## src/rtl/chan_packet_ctrl_decode.sv

```systemverilog
// Stability-filters the software control word and decodes packetizer controls; CTRL_READBACK_EN adds status_out.
// Latency: a held word commits STABLE_CYCLES+2 cycles after it steps; no backpressure, length changes wait for pkt_sof.
`timescale 1ns/1ps
module chan_packet_ctrl_decode #(
  parameter int STABLE_CYCLES = 4,
  parameter int RST_STRETCH   = 8,
  parameter int MIN_LEN       = 16,
  parameter int MAX_LEN       = 1024
) (
  input  logic        user_clk,
  input  logic        user_rst,
  input  logic [31:0] user_data_in,
  input  logic        pkt_sof,
  output logic        run_en,
  output logic [7:0]  chan_sel,
  output logic [15:0] pkt_len,
  output logic        len_pending,
  output logic        soft_rst,
  output logic        arm_strobe,
  output logic        cfg_update
`ifdef CTRL_READBACK_EN
  ,
  output logic [31:0] status_out
`endif
);

  typedef enum logic [1:0] {
    ST_IDLE,
    ST_SETTLE,
    ST_COMMIT
  } state_t;

  localparam logic [7:0]  CNT_LAST = 8'(STABLE_CYCLES - 1);
  localparam logic [7:0]  STRETCH  = 8'(RST_STRETCH);
  localparam logic [15:0] LEN_MIN  = 16'(MIN_LEN);
  localparam logic [15:0] LEN_MAX  = 16'(MAX_LEN);

  state_t      state, state_nxt;
  logic [7:0]  cnt, cnt_nxt;
  logic [31:0] s1, s2, shadow;
  logic        commit;
  logic [15:0] len_clamped;
  logic [15:0] len_hold;
  logic        arm_rise, srst_rise;
  logic [7:0]  rst_cnt;

  always_comb begin
    state_nxt = state;
    cnt_nxt   = cnt;
    case (state)
      ST_IDLE: begin
        if (s1 != shadow) begin
          state_nxt = ST_SETTLE;
          cnt_nxt   = '0;
        end
      end
      ST_SETTLE: begin
        // A revert to the committed value abandons the candidate outright.
        if (s1 == shadow) begin
          state_nxt = ST_IDLE;
        end else if (s1 != s2) begin
          cnt_nxt = '0;
        end else if (cnt == CNT_LAST) begin
          state_nxt = ST_COMMIT;
        end else begin
          cnt_nxt = cnt + 8'd1;
        end
      end
      ST_COMMIT: begin
        state_nxt = ST_IDLE;
      end
      default: begin
        state_nxt = ST_IDLE;
        cnt_nxt   = '0;
      end
    endcase
  end

  assign commit    = (state == ST_COMMIT);
  assign arm_rise  = ~shadow[2] & s2[2];
  assign srst_rise = ~shadow[1] & s2[1];

  always_comb begin
    len_clamped = s2[31:16];
    if (s2[31:16] < LEN_MIN) begin
      len_clamped = LEN_MIN;
    end else if (s2[31:16] > LEN_MAX) begin
      len_clamped = LEN_MAX;
    end
  end

  always_ff @(posedge user_clk) begin
    if (user_rst) begin
      s1     <= '0;
      s2     <= '0;
      state  <= ST_IDLE;
      cnt    <= '0;
      shadow <= '0;
    end else begin
      s1    <= user_data_in;
      s2    <= s1;
      state <= state_nxt;
      cnt   <= cnt_nxt;
      if (commit) begin
        shadow <= s2;
      end
    end
  end

  always_ff @(posedge user_clk) begin
    if (user_rst) begin
      run_en     <= 1'b0;
      chan_sel   <= '0;
      cfg_update <= 1'b0;
      arm_strobe <= 1'b0;
    end else begin
      cfg_update <= commit;
      arm_strobe <= commit & arm_rise;
      if (commit) begin
        run_en   <= s2[0];
        chan_sel <= s2[15:8];
      end
    end
  end

  // While running, a new length is parked until the next packet boundary.
  always_ff @(posedge user_clk) begin
    if (user_rst) begin
      pkt_len     <= LEN_MIN;
      len_hold    <= LEN_MIN;
      len_pending <= 1'b0;
    end else if (commit) begin
      if (!s2[0]) begin
        pkt_len     <= len_clamped;
        len_pending <= 1'b0;
      end else if (len_clamped != pkt_len) begin
        len_hold    <= len_clamped;
        len_pending <= 1'b1;
      end else begin
        len_pending <= 1'b0;
      end
    end else if (len_pending && pkt_sof) begin
      pkt_len     <= len_hold;
      len_pending <= 1'b0;
    end
  end

  always_ff @(posedge user_clk) begin
    if (user_rst) begin
      rst_cnt <= '0;
    end else if (commit && srst_rise) begin
      rst_cnt <= STRETCH;
    end else if (rst_cnt != 8'd0) begin
      rst_cnt <= rst_cnt - 8'd1;
    end
  end

  assign soft_rst = (rst_cnt != 8'd0);

`ifdef CTRL_READBACK_EN
  logic [15:0] commit_cnt;

  always_ff @(posedge user_clk) begin
    if (user_rst) begin
      commit_cnt <= '0;
      status_out <= '0;
    end else begin
      if (commit) begin
        commit_cnt <= commit_cnt + 16'd1;
      end
      status_out <= {commit_cnt, 6'd0, len_pending, run_en, chan_sel};
    end
  end
`endif

endmodule
```

## config.mk

```make
export PLATFORM = sky130hd
export DESIGN_NAME = chan_packet_ctrl_decode
export DESIGN_NICKNAME = d
export VERILOG_FILES = /design/src/rtl/chan_packet_ctrl_decode.sv
export SDC_FILE = /design/constraint.sdc
export NUM_CORES = 1
export LEC_CHECK = 0
export CAP_MARGIN = 20
export CORE_MARGIN = 5
export CORE_UTILIZATION = 40
export DETAILED_ROUTE_END_ITERATION = 10
export PLACE_DENSITY = 0.57
export SYNTH_ARGS = -nofsm -noshare
export SYNTH_HDL_FRONTEND = slang
export SYNTH_SLANG_ARGS = --single-unit
export TNS_END_PERCENT = 30
```

## constraint.sdc

```tcl
create_clock -name user_clk -period 3.1 [get_ports user_clk]
set_input_delay 0.465 -clock user_clk [delete_from_list [all_inputs] [get_ports user_clk]]
set_output_delay 0.465 -clock user_clk [all_outputs]
set_load 0.02 [all_outputs]
```

Word level (Yosys, flattened, before mapping)
Index checks and enable logic that the tools add are counted.
Word-level totals
  flip-flop bits (word level): 158
  latch bits: 0
  bits in writable memories: 0
  ROM bits: 0
  input bits: 35
  word-level logic and storage cells: 69
  memories: 0
Cells by class
  add/sub/neg operators: 2
  multipliers: 0
  div/mod/pow operators: 0
  order comparisons: 2
  eq/ne operators: 13
  shift-type cells: 0
  multiplexer cells: 21
  bitwise operators: 6
  reductions and logical operators: 11
Operator list (count)
  $mux 16: 5
  $ne 32x32->1: 2
  $eq 32x32->1: 1
  $mux 8: 4
  $pmux 8 s3: 1
  $gt 16x11->1 const B: 1
  $lt 16x5->1 const B: 1
  $ne 16x16->1: 1
  $ne 3x3->1 const B: 3
  $add 8x1->8 const B: 1
  $eq 8x2->1 const B: 1
  $mux 2: 4
  $mux 4: 2
  $reduce_bool 8->1: 1
  $sub 8x1->8 const B: 1
  $ne 2x2->1 const B: 3
  $reduce_and 3->1: 2
  $mux 1: 4
  $pmux 2 s2: 1
  $reduce_and 4->1: 1
  $reduce_bool 2->1: 2
  $and 1x1->1: 3
  $not 1->1: 3
  $eq 2x1->1 const B: 1
  other kinds (5): 6

Depth between registers and ports, before layout
Gate-level depths: netlist (run 1).
  depth after elaboration: 7
  depth in mapped cells: 9
  gate-level depth less buffers: 7

Worst setup path after synthesis (run 1)
OpenSTA, ideal clock, no wires.
  kind: reg-to-reg
  start: register s2[27]
  end: register len_hold[1]
  data arrival time: 2.304 ns
  slack: 0.666 ns
  cell stages (with the launch flop): 8
  clock period less this slack: 2.434 ns
  cell sequence: dfxtp_1 or3_4 or3_1 clkbuf_2 or4_4 a21o_2 nor3_4 o32ai_1
On the way
  cells in the longest elaborated chain, start to end: 5
RTL lines
  start, declared: line 40  | logic [31:0] s1, s2, shadow;
  start signal, assigned: line 95  | s2 <= '0;
  start signal, assigned: line 101  | s2 <= s1;
  $gt 16x11->1: line 87  | end else if (s2[31:16] > LEN_MAX) begin
  $mux 16: line 87
  $mux 16 *: line 85  | if (s2[31:16] < LEN_MIN) begin
  $ne 16x16->1: line 136  | end else if (len_clamped != pkt_len) begin
  $reduce_and 3->1 (no source line)
  end signal, assigned: line 137  | len_hold <= len_clamped;
  end, declared: line 43  | logic [15:0] len_hold;
Mark *: on every way between the ends. The rest lies on a longest branch, timed or not.
A chain may end at the register's enable or synchronous reset.

Worst setup path after layout (run 1)
  start: register s2[20]
  end: register len_hold[3]
The elaborated chain is that of the path after synthesis.

==> flow_summary.toml, run 1 <==
[outcome]
status = "completed"

[yosys]
syn-cell-area_um2 = 6386
ys_ff_latch = 149
synth.avg_cell_area_um2 = 8.784
syn-num-nets = 765
ys_warn_count = 0
synth_cell_types = 58
seq_area_frac_synth = 0.4671
synth-edff-count = 0
synth_flop_cell = "dfxtp_1"
syn_inst = 727
synthArstFlopShare = 0

[timing]
relSlewSlack = 0.3465
fin_crit_ns = 2.698
whs_ns = 0.4297
setup_viol = 0
fin_skew_ns = 0.009298
clock.fmax_ghz = 0.3706
tightest_slew_ns = 0.9650
tns_ns = 0
finalHoldViolCount = 0
slew_viol_final = 0
timing.final.crit_share = 0.8703
setup_ws_ns = 0.4020
rsz0062_at_grt = "false"

[worst_setup_path]
crit_end = "len_hold[3]"
critPathRequiredTime_ns = 3.42
cp-end-kind = "flip-flop"
r2r_setup_slack_ns = 0.40
r2r_cells = 6
crit_fanout = 11
crit_type = "reg2reg"
arrival_ns = 3.02
timing.rr.end = "len_hold[3]"
worstSetupStartpoint = "s2[20]"
critPathLaunchType = "flip-flop"
reg2reg_from = "s2[20]"

[cts]
clock_path_buffers = 2
clock_latency_ns = 0.42
cts_buffers = 17
numClockSinks = 149
clk_pin_slew_ns = 0.06
cts_tree = "built"
h-tree-depth = 4
cts_root_buf = "clkbuf_16"
post_cts_resized = 0
postCtsSetupBuffers = 0
postCtsHoldBufs = 0

[final_layout]
fillCellCount = 1567
final_common_cell = "dfxtp_1"
final_cell_mix = "dfxtp_1, nand2_1, nor2b_1"
multi_input_area_um2 = 3107
areaGrowthSynthToFinish_pct = 21.34
antennaDiodeCount = 0
nets = 810
stdcell_count = 1001
drive_above_1_share = 0.06242
seqCellArea_um2 = 2983

[floorplan]
die_x_um = 136.4
ios = 64
dieHeight_um = 136.4
start_util = 0.4050
core-area_um2 = 15770
rows = 46
die-area_um2 = 18590

[route]
routed_wl_um = 16560
route.detailed.drc = 0
first_pass_iters = 8
viasPerCell = 5.164
wl_per_cell_um = 16.55
vias = 5169
ant_nets = 0
drt_iter0_drc = 350

[global_routing]
grt_pass1_wl_um = 26610
antenna_found_initial = 0
grt-ovfl-total = 0
first_global_vias = 5060
grt_start_max_net_pins = 72
grt.total_usage = 0.1847

[hold_path]
min_delay_path_depth = 2
hold_path.class = "reg2reg"

[power]
power_density_nw_per_um2 = 613.7
power.total_mw = 4.755
leakage_nw = 2.908
ir_worst_vdd_v = 0.0003771

[placed_design]
pre_cts_ws_ns = 0.4284
placed_cells = 969
gp_congestion = 0.8971
io_buffers = 63
hpwl_um = 11960

[flow_run]
drv_cap = 0
## cell usage after synthesis (all sizes together), types with 5 or more instances
| master | instances | area [um^2] |
|---|---|---|
| dfxtp | 149 | 2983 |
| inv | 25 | 93.84 |
| buf | 14 | 97.59 |
| a211oi | 6 | 45.04 |
| nand4 | 14 | 87.58 |
| nor3 | 20 | 111.4 |
| o32ai | 7 | 61.31 |
| nand2 | 97 | 364.1 |
| o211ai | 5 | 37.54 |
| nor4 | 23 | 143.9 |
| nor2b | 70 | 437.9 |
| xor2 | 63 | 551.8 |
| o21ai | 16 | 80.07 |
| xnor2 | 11 | 96.34 |
| a31oi | 5 | 31.28 |
| nor2 | 41 | 153.9 |
| clkbuf | 29 | 110.1 |
| a22oi | 5 | 37.54 |
| nand3 | 17 | 85.08 |
| a21oi | 46 | 241.5 |
## metal layers
metal | vias up | global-route usage | part of all wire
li1 | 2595 | - | -
met1 | 2416 | 0.2447 | 0.47
met2 | 139 | 0.3068 | 0.47
met3 | 19 | 0.03183 | 0.045
met4 | 0 | 0.05879 | 0.015
met5 | - | 0 | 0
## cell families (layout without fill, tap and decap cells)
logic type / count (synthesis) / in the layout / synth area share
DFF: 149 / 149 / 0.4671
xor gates and xnor gates: 74 / 74 / 0.1015
muxes: 1 / 1 / 0.001567
buffers and inverters: 68 / 126 / 0.04722
AOI/OAI and AO/OA: 117 / 117 / 0.1195
adders and majority gates: 3 / 3 / 0.005878
and+or+nand+nor: 315 / 315 / 0.2572
## where the power goes
group	internal, mW	switching, mW
Clock	1.26	0.838
Combinational	0.255	0.303
Sequential	2.01	0.0903
## registers in the layout, indices dropped and copies added, names as in the netlist, 2 cells and up
register / flops
len_hold: 16
state: 2
cnt: 8
s2: 32
rst_cnt: 8
pkt_len: 16
shadow: 32
s1: 32
## how the worst min path moves through the flow
stage                       from            to
CTS                 len_hold[12]  len_hold[12]
floorplan           len_hold[11]  len_hold[11]
detailed placement  len_hold[12]  len_hold[12]
global placement    len_hold[13]  len_hold[13]
finish              len_hold[13]  len_hold[13]
global route        len_hold[13]  len_hold[13]
## metrics by stage
stage | utilization | area (um^2)
after floorplan | - | 6386
after global placement | 0.4527 | 7139
after detailed placement | 0.4527 | 7139
after CTS | 0.4914 | 7749
after global routing | 0.4914 | 7749
final | 0.4914 | 7749
## worst max-delay path: stages (launching register included)
cell and delay (ns):
dfxtp_1 0.39, nor4_1 0.56, a31oi_1 0.26, or4_4 0.59
a21oi_4 0.25, a41oi_2 0.34, o32ai_1 0.22
## final cells by class
type                       instances  area share
clock inverter                    12     0.01841
multi-input combinational        510      0.4009
clock buffer                      20     0.06023
sequential                       149      0.3850
tap                              216     0.03488
timing repair buffer              69     0.08849
inverter                          25     0.01211
(Power assumes the default switching activity.)
==> inputs of run 2 (changes only) <==
SKIP_CTS_REPAIR_TIMING = 1   (was not set)
==> results of run 2 <==
Same layout as run 1: the final DEF is identical, and so are final timing and power.
==> inputs of run 3 (changes only) <==
--- a/config.mk
+++ b/config.mk
@@ -10,5 +10,5 @@
 export CORE_UTILIZATION = 40
 export DETAILED_ROUTE_END_ITERATION = 10
-export PLACE_DENSITY = 0.57
+export PLACE_DENSITY = 0.69
 export SKIP_CTS_REPAIR_TIMING = 1
 export SYNTH_ARGS = -nofsm -noshare
==> constraint.sdc (replaced) <==
create_clock -name user_clk -period 3.1 [get_ports user_clk]
set_input_delay 0.62 -clock user_clk [delete_from_list [all_inputs] [get_ports user_clk]]
set_output_delay 0.62 -clock user_clk [all_outputs]
set_load 0.02 [all_outputs]
==> run 3 against run 2 <==
Against the previous run:
- flip-flop and latch count unchanged
- cell count down 0.20%
- die area unchanged
- clock skew down 0.00055 ns
- clock power up 3%
- clock-buffer cell count unchanged
- register-to-register slack worse by 0.09 ns
- critical path type unchanged
- largest power group is now the clock network
==> flow_summary.toml, run 3 (synthesis results as in run 1) <==
[final_layout]
final_area_um2 = 7752
areaGrowthSynthToFinish_pct = 21.40
fin_util = 0.4916
antennaDiodeCount = 0
nets = 809
final_cell_mix = "dfxtp_1, nand2_1, nor2b_1"
drive_above_1_share = 0.05747
final_common_cell = "dfxtp_1"
largest_registers = "s1: 32 flops, s2: 32 flops, shadow: 32 flops"

[global_routing]
grt_start_max_net_pins = 102
grt.total_usage = 0.1738
grt-ovfl-total = 0
grt_pass1_wl_um = 24970
first_global_vias = 4909
antenna_found_initial = 0

[power]
leakage_nw = 2.916
power.total_mw = 4.819
power_density_nw_per_um2 = 621.7
ir_worst_vdd_v = 0.0003990

[placed_design]
gp_congestion = 0.8892
io_buffers = 63
hpwl_um = 10980
dpl_cell_area_um2 = 7132
pre_cts_ws_ns = 0.3762

[worst_setup_path]
arrival_ns = 3.11
crit_type = "reg2reg"
crit_family = "simple AND/OR/NAND/NOR gates"
path_buf_inv = 0
critPathLaunchType = "flip-flop"
max_stage_delay_ns = 0.61
critPathSlowestCell = "nor4_1"
cp-end-kind = "flip-flop"
path_cells = "nor4_1 -> a31oi_1 -> or4_4 -> a21oi_4 -> a41oi_2 -> o32ai_1"
critPathRequiredTime_ns = 3.42
crit_fanout = 11

[hold_path]
hold_path.class = "reg2reg"

[floorplan]
ios = 64
start_util = 0.4050
die-area_um2 = 18590
die_x_um = 136.4
core-area_um2 = 15770
dieHeight_um = 136.4
rows = 46

[route]
ant_nets = 0
route.detailed.drc = 0
drt_iter0_drc = 345
routed_wl_um = 15420
wl_per_cell_um = 15.43
first_pass_iters = 5
viasPerCell = 5.142
vias = 5137

[timing]
relSlewSlack = 0.3287
clock.fmax_ghz = 0.3592
fin_skew_ns = 0.008750
setup_viol = 0
fin_crit_ns = 2.784
slew_viol_final = 0
tightest_slew_ns = 0.9913
rsz0062_at_grt = "false"
finalHoldViolCount = 0
tns_ns = 0
setup_ws_ns = 0.3162
timing.final.crit_share = 0.8980

[flow_run]
drv_cap = 0

[cts]
h-tree-depth = 4
cts_root_buf = "clkbuf_16"
cts_tree = "built"
cts_buffers = 17
clock_latency_ns = 0.43
numClockSinks = 149
clock_path_buffers = 2
clk_pin_slew_ns = 0.06

[outcome]
status = "completed"
[run 3: changes by cell type in the layout (fill, tap and decap cells not counted), sizes merged]
cell and delta:
buf -1, clkinvlp -3, bufinv +2, clkinv +1, inv -1
[run 3: worst paths after layout]
path | start | to | slack (ns) | cells after the start
max | s2[20] | len_hold[9] | 0.32 | 6
min | len_hold[14] | len_hold[14] | 0.43 | 2
max reg2reg | s2[20] | len_hold[9] | 0.32 | 6
min reg2reg | len_hold[14] | len_hold[14] | 0.43 | 2
[run 3: layout make-up]
cell class              instances  area (um^2)
flip-flops and latches        149         2983
multi-input cells             510         3107
repair buffers                 68        678.2
fillers                      1539         8018
clock inverters                11        173.9
well taps                     216        270.3
clock buffers                  20        446.7
inverters                      25        93.84
[run 3: through the flow]
step	instances	hold WS, ns
after floorplan	727	0.4086
after global placement	968	0.4195
after detailed placement	968	0.4210
after CTS	999	0.4313
after global routing	999	0.4594
final	999	0.4348
[run 3: per-layer routing]
metal / vias up / track usage / wire length (um)
met4: 0 / 0.07223 / 342
met1: 2405 / 0.2281 / 7083
li1: 2582 / - / -
met3: 23 / 0.03997 / 751
met5: - / 0 / 0
met2: 127 / 0.2755 / 7238
[run 3: worst min-delay path: stages (launching register included)]
cell and delay (ns):
dfxtp_1 0.31, inv_1 0.05, nor2_1 0.04
[run 3: power by group]
group / internal, mW / total [mW] / switching, mW
combinational: 0.256 / 0.546 / 0.290
sequential: 2.01 / 2.10 / 0.0933
clock: 1.37 / 2.17 / 0.803
